==> src/rtl/seg_scan_ctrl_pkg.sv <==
// seg_scan_ctrl_pkg: shared constants and types for the seven-segment scan controller
package seg_scan_ctrl_pkg;
  localparam int NUM_DIGITS = 4;
  localparam int DIG_W = $clog2(NUM_DIGITS);
  localparam logic [6:0] SEG_BLANK = 7'h7F;
  typedef logic [DIG_W-1:0] dig_t;
endpackage

==> src/rtl/hex_to_seg.sv <==
// hex_to_seg: combinational hex nibble to active-low a..g segment pattern
module hex_to_seg (
  input  logic [3:0] hex_i,
  output logic [6:0] seg_o
);
  // full 0-F glyph table, seg_o[0]=a ... seg_o[6]=g, low lights the segment
  always_comb begin
    case (hex_i)
      4'h0: seg_o = 7'h40;
      4'h1: seg_o = 7'h79;
      4'h2: seg_o = 7'h24;
      4'h3: seg_o = 7'h30;
      4'h4: seg_o = 7'h19;
      4'h5: seg_o = 7'h12;
      4'h6: seg_o = 7'h02;
      4'h7: seg_o = 7'h78;
      4'h8: seg_o = 7'h00;
      4'h9: seg_o = 7'h10;
      4'hA: seg_o = 7'h08;
      4'hB: seg_o = 7'h03;
      4'hC: seg_o = 7'h46;
      4'hD: seg_o = 7'h21;
      4'hE: seg_o = 7'h06;
      default: seg_o = 7'h0E;
    endcase
  end
endmodule

==> src/rtl/seg_scan_ctrl.sv <==
// seg_scan_ctrl: 4-digit multiplexed seven-segment scanner with frame-aligned value updates
module seg_scan_ctrl
  import seg_scan_ctrl_pkg::*;
#(
  parameter int REFRESH_DIV = 100000
) (
  input  logic        clk,
  input  logic        rst,
  input  logic [15:0] value,
  input  logic        load,
  input  logic        blank_lz,
  output logic [2:0]  sel,
  output logic [6:0]  seg,
  output logic        upd
);
  localparam int CW = (REFRESH_DIV > 1) ? $clog2(REFRESH_DIV) : 1;
  logic [CW-1:0] cnt_q, cnt_d;
  dig_t          d_q, d_d;
  logic [15:0]   sh_q, sh_d, disp_q, disp_d;
  logic          pend_q, pend_d, upd_q, upd_d;
  logic          tick, frame;
  logic [15:0]   hi;
  logic [6:0]    hex_seg;
  // next state: prescaler wrap, digit advance, and shadow-to-display handoff only at frame boundaries
  always_comb begin
    tick   = cnt_q == CW'(REFRESH_DIV - 1);
    frame  = tick && d_q == dig_t'(NUM_DIGITS - 1);
    cnt_d  = tick ? '0 : cnt_q + 1'b1;
    d_d    = tick ? d_q + 1'b1 : d_q;
    upd_d  = frame && pend_q;
    disp_d = upd_d ? sh_q : disp_q;
    sh_d   = load ? value : sh_q;
    pend_d = load || (pend_q && !frame);
  end
  // state registers; reset discards any pending value
  always_ff @(posedge clk or posedge rst) begin
    if (rst) begin
      cnt_q  <= '0;
      d_q    <= '0;
      sh_q   <= '0;
      disp_q <= '0;
      pend_q <= 1'b0;
      upd_q  <= 1'b0;
    end else begin
      cnt_q  <= cnt_d;
      d_q    <= d_d;
      sh_q   <= sh_d;
      disp_q <= disp_d;
      pend_q <= pend_d;
      upd_q  <= upd_d;
    end
  end
  // hi holds the current digit and every higher one, so a zero hi means a leading zero
  assign hi = disp_q >> {d_q, 2'b00};
  hex_to_seg u_hex (
    .hex_i (hi[3:0]),
    .seg_o (hex_seg)
  );
  assign sel = {1'b0, d_q};
  assign seg = (blank_lz && d_q != '0 && hi == '0) ? SEG_BLANK : hex_seg;
  assign upd = upd_q;
endmodule

==> config.mk <==
export PLATFORM = sky130hd
export DESIGN_NAME = seg_scan_ctrl
export DESIGN_NICKNAME = d
export VERILOG_FILES = /design/src/rtl/seg_scan_ctrl_pkg.sv /design/src/rtl/hex_to_seg.sv /design/src/rtl/seg_scan_ctrl.sv
export SDC_FILE = /design/constraint.sdc
export NUM_CORES = 1
export LEC_CHECK = 0
export BUFFER_PORTS_ARGS = -buffer_cell sky130_fd_sc_hd__buf_2
export CAP_MARGIN = 5
export CORE_ASPECT_RATIO = 1.1
export CORE_MARGIN = 1
export CORE_UTILIZATION = 50
export DETAILED_ROUTE_END_ITERATION = 8
export PLACE_DENSITY = 0.75
export SLEW_MARGIN = 20
export SYNTH_ARGS = -nofsm -noshare
export SYNTH_HDL_FRONTEND = slang
export SYNTH_HIERARCHICAL = 1
export SYNTH_SLANG_ARGS = --single-unit
==> constraint.sdc <==
create_clock -name clk -period 4.6 [get_ports clk]
set_input_delay 1.15 -clock clk [delete_from_list [all_inputs] [get_ports clk]]
set_output_delay 1.15 -clock clk [all_outputs]
set_load 0.02 [all_outputs]
==> run_summary.xml <==
<?xml version="1.0" encoding="UTF-8"?>
<metrics>
  <group name="status">
    <metric name="run_status" unit="">finished, final reports clean</metric>
  </group>
  <group name="placed_design">
    <metric name="place_worst_setup_slack" unit="ps">1140</metric>
    <metric name="gp_congestion" unit="">0.824</metric>
    <metric name="place.detailed.instances" unit="">292</metric>
    <metric name="port_buffers" unit="">29</metric>
    <metric name="hpwl" unit="um">3190</metric>
  </group>
  <group name="global_route">
    <metric name="global_route.overflow_total" unit="">0</metric>
    <metric name="grt_util_all_layers" unit="%">17.8</metric>
    <metric name="via_count_of_the_first_global_routing_pass" unit="">1709</metric>
    <metric name="grt_start_max_net_pins" unit="">54</metric>
    <metric name="antenna_violations_before_repair" unit="">0</metric>
    <metric name="grt_pass1_wl" unit="um">7670</metric>
  </group>
  <group name="cts">
    <metric name="cts_root_buf" unit="">sky130_fd_sc_hd__clkbuf_8</metric>
    <metric name="cts_buffer_count" unit="">5</metric>
    <metric name="post-cts-setup-buffer-count" unit="">0</metric>
    <metric name="clock_sink_count" unit="">53</metric>
    <metric name="cts_resized" unit="">0</metric>
    <metric name="path_clk_slew" unit="ps">100</metric>
    <metric name="tritoncts" unit="">done</metric>
    <metric name="clk_latency" unit="ps">310</metric>
    <metric name="cts_htree_levels" unit="">2</metric>
    <metric name="holdBufCountCts" unit="">0</metric>
    <metric name="clk_path_buf_depth" unit="">2</metric>
  </group>
  <group name="yosys">
    <metric name="async_flop_share" unit="%">100</metric>
    <metric name="netlist_instances" unit="">214</metric>
    <metric name="synthesized_area_divided_by_synthesized_cell_count" unit="sq um">12.4</metric>
    <metric name="synth_cell_types" unit="">45</metric>
    <metric name="synthSimpleGateAreaFrac" unit="%">12.6</metric>
    <metric name="synth_area" unit="sq mm">0.00265</metric>
    <metric name="yosys_register_bits" unit="">53</metric>
    <metric name="dominant_combinational_cell_family_by_area_after_synthesis" unit="">multiplexers</metric>
    <metric name="synth.largest_area_cell" unit="">sky130_fd_sc_hd__dfrtp_1</metric>
    <metric name="synthXorXnorAreaFrac" unit="%">4.62</metric>
    <metric name="postSynth.topFlopCell" unit="">sky130_fd_sc_hd__dfrtp_1</metric>
    <metric name="postSynthNetCount" unit="">244</metric>
    <metric name="post_synth_fa_ha_maj_area_fraction" unit="%">4.71</metric>
    <metric name="synth_top_area_share" unit="%">50.0</metric>
    <metric name="compound_gate_portion_of_the_synthesized_area" unit="%">5.85</metric>
    <metric name="synth_seq_area_share" unit="%">50.0</metric>
    <metric name="synth.area.mux_share" unit="%">18.6</metric>
    <metric name="synth_warnings" unit="">6</metric>
    <metric name="synth_top_cells_by_area" unit="">sky130_fd_sc_hd__dfrtp_1, sky130_fd_sc_hd__mux2_2, sky130_fd_sc_hd__ha_1, sky130_fd_sc_hd__xnor2_1, sky130_fd_sc_hd__mux4_1</metric>
    <metric name="synth_edf_count" unit="">0</metric>
  </group>
  <group name="floorplan">
    <metric name="floorplan.initialDensity" unit="%">52.4</metric>
    <metric name="dieHeight" unit="um">78.4</metric>
    <metric name="core" unit="sq mm">0.00507</metric>
    <metric name="num_io_pins" unit="">31</metric>
    <metric name="die_area" unit="sq mm">0.00560</metric>
    <metric name="dieWidth" unit="um">71.5</metric>
    <metric name="fp-row-count" unit="">27</metric>
  </group>
  <group name="timing">
    <metric name="drv_slew" unit="">0</metric>
    <metric name="max_slew.worst_pin.slew" unit="ps">872</metric>
    <metric name="fin_worst_skew" unit="ps">10.6</metric>
    <metric name="finalHoldViolations" unit="">0</metric>
    <metric name="post-route-period-util" unit="%">82.7</metric>
    <metric name="max_slew_margin" unit="%">41.8</metric>
    <metric name="grt_setup_unrepaired" unit="">no</metric>
    <metric name="max_freq" unit="MHz">263</metric>
    <metric name="report.final.setup_viol" unit="">0</metric>
    <metric name="setup-tns-final" unit="ps">0</metric>
    <metric name="finalWorstSetupSlack" unit="ps">795</metric>
    <metric name="post-route-min-period" unit="ps">3810</metric>
  </group>
  <group name="final_layout">
    <metric name="insertedDiodeCount" unit="">0</metric>
    <metric name="mostFrequentLayoutCell" unit="">sky130_fd_sc_hd__dfrtp_1</metric>
    <metric name="post_layout_nonfiller_instances" unit="">300</metric>
    <metric name="flow.area_growth_from_synthesis" unit="%">10.4</metric>
    <metric name="utilization" unit="%">57.8</metric>
    <metric name="num-nets-final" unit="">271</metric>
    <metric name="drive_above_1_share" unit="%">31.4</metric>
    <metric name="final.fill_count" unit="">451</metric>
    <metric name="final_cell_mix" unit="">sky130_fd_sc_hd__dfrtp_1, sky130_fd_sc_hd__mux2_2, sky130_fd_sc_hd__buf_2</metric>
  </group>
  <group name="detailed_routing">
    <metric name="via_count" unit="">1650</metric>
    <metric name="first_pass_iters" unit="">4</metric>
    <metric name="routed_wl" unit="um">4380</metric>
    <metric name="remaining_drc_errors" unit="">0</metric>
    <metric name="drtAntennaViolNets" unit="">0</metric>
    <metric name="via_per_inst" unit="">5.50</metric>
    <metric name="route.detailed.wl_per_inst" unit="um">14.6</metric>
    <metric name="detail_route.iter0.violations" unit="">58</metric>
  </group>
  <group name="power_and_ir_drop">
    <metric name="power.ir.vdd_worst" unit="V">0.000194</metric>
    <metric name="p_per_area" unit="mW/mm^2">289</metric>
    <metric name="power.static_leakage" unit="nW">1.36</metric>
  </group>
  <group name="worst_setup_path">
    <metric name="cp-start-kind" unit="">flop</metric>
    <metric name="critPathCaptureType" unit="">output pin</metric>
    <metric name="cp_data_arrival_time" unit="ps">2660</metric>
    <metric name="cp_data_required_time" unit="ps">3450</metric>
    <metric name="crit_path_max_incr_delay" unit="ps">720</metric>
    <metric name="cp_slowest_cell" unit="">sky130_fd_sc_hd__mux4_1</metric>
    <metric name="path_max_fanout" unit="">7</metric>
    <metric name="cp_cell_sequence" unit="">mux4_1 &gt; ha_1 &gt; or2_2 &gt; a21oi_1 &gt; a31oi_1 &gt; or2_1 &gt; buf_2</metric>
    <metric name="worst_path_class_setup" unit="">flop to output pin</metric>
  </group>
  <group name="run">
    <metric name="maxCapViolCount" unit="">0</metric>
  </group>
  <group name="hold_path">
    <metric name="min-delay-path-class" unit="">flop to flop</metric>
  </group>
</metrics>
[cells by family after synthesis]
group                      count (synthesis)
DFF                                       53
other                                      1
AOI/OAI and AO/OA                         21
adders and majority gates                 10
xor gates and xnor gates                  14
buffers and inverters                     16
and+or+nand+nor                           60
muxes                                     39
[power by group]
part           internal, mW  switching (mW)
clock                 0.177           0.147
sequential            0.480         0.00755
combinational        0.0181          0.0170
[path summary, 6_finish.rpt]
path                           from         to  slack, ps  cells after the start
min in group asynchronous       rst    sh_q[6]        980                      2
max                          d_q[1]     seg[3]        790                      7
min reg2reg                cnt_q[0]   cnt_q[0]        480                      1
max in group asynchronous       rst  cnt_q[15]       3090                      2
max reg2reg                cnt_q[0]  disp_q[5]       1730                      6
min                        cnt_q[0]   cnt_q[0]        480                      1
[worst max-delay path, delay by kind of cell, from the launching register on]
kind | cells | cell delay (ps)
fa+ha+maj | 1 | 260
mux | 1 | 720
buf+inv | 1 | 150
compound gates | 2 | 200
simple gates | 2 | 510
flops | 1 | 490
[layer usage]
| metal | global-route usage, % | up-vias | part of all wire, % | routed length, um |
|---|---|---|---|---|
| li1 | - | 819 | - | - |
| met1 | 21.5 | 788 | 45 | 1980 |
| met2 | 29.8 | 33 | 48 | 2100 |
| met3 | 4.24 | 10 | 4.0 | 176 |
| met4 | 8.63 | 0 | 2.8 | 121 |
| met5 | 0 | - | 0 | 0 |
[metrics by stage]
stage                     area, sq um  power, mW  hold slack (ps)
after floorplan                  2650      0.518              450
after global placement           2810      0.532              460
after detailed placement         2810      0.533              474
after CTS                        2930      0.860              492
after global routing             2930      0.880              517
final                            2930      0.847              484
[layout make-up]
cell class | count | area, sq um | area share [%]
Clock inverter | 2 | 37.5 | 1.28
Multi-Input combinational cell | 145 | 1230 | 42.1
Timing Repair Buffer | 30 | 153 | 5.21
Clock buffer | 6 | 82.6 | 2.82
Inverter | 6 | 23.8 | 0.811
Sequential cell | 53 | 1330 | 45.3
Tap cell | 58 | 72.6 | 2.48
[cell usage after synthesis (2+ instances only)]
| cell type | number |
|---|---|
| sky130_fd_sc_hd__nor2b_1 | 2 |
| sky130_fd_sc_hd__ha_1 | 10 |
| sky130_fd_sc_hd__nand2_1 | 13 |
| sky130_fd_sc_hd__inv_1 | 6 |
| sky130_fd_sc_hd__xnor2_1 | 10 |
| sky130_fd_sc_hd__or2_1 | 7 |
| sky130_fd_sc_hd__o211ai_1 | 3 |
| sky130_fd_sc_hd__and4_1 | 4 |
| sky130_fd_sc_hd__buf_6 | 3 |
| sky130_fd_sc_hd__nor4b_1 | 2 |
| sky130_fd_sc_hd__mux2i_1 | 2 |
| sky130_fd_sc_hd__o21ai_0 | 5 |
| sky130_fd_sc_hd__buf_4 | 2 |
| sky130_fd_sc_hd__a21oi_1 | 2 |
| sky130_fd_sc_hd__nand3_1 | 7 |
| sky130_fd_sc_hd__nor2_1 | 8 |
| sky130_fd_sc_hd__dfrtp_1 | 53 |
| sky130_fd_sc_hd__nand4_1 | 5 |
| sky130_fd_sc_hd__and3_1 | 2 |
| sky130_fd_sc_hd__o21ai_1 | 2 |
| sky130_fd_sc_hd__o22ai_1 | 2 |
| sky130_fd_sc_hd__mux4_1 | 3 |
| sky130_fd_sc_hd__mux2_2 | 33 |
| sky130_fd_sc_hd__buf_1 | 2 |
| sky130_fd_sc_hd__xor2_1 | 4 |
| sky130_fd_sc_hd__nor4_1 | 3 |
[state kept, by name, summed over array words and instances (netlist names)]
| name | count |
|---|---|
| cnt_q | 17 |
| upd | 1 |
| d_q | 2 |
| pend_q | 1 |
| disp_q | 16 |
| sh_q | 16 |
Power figures use the tool's default switching activity.
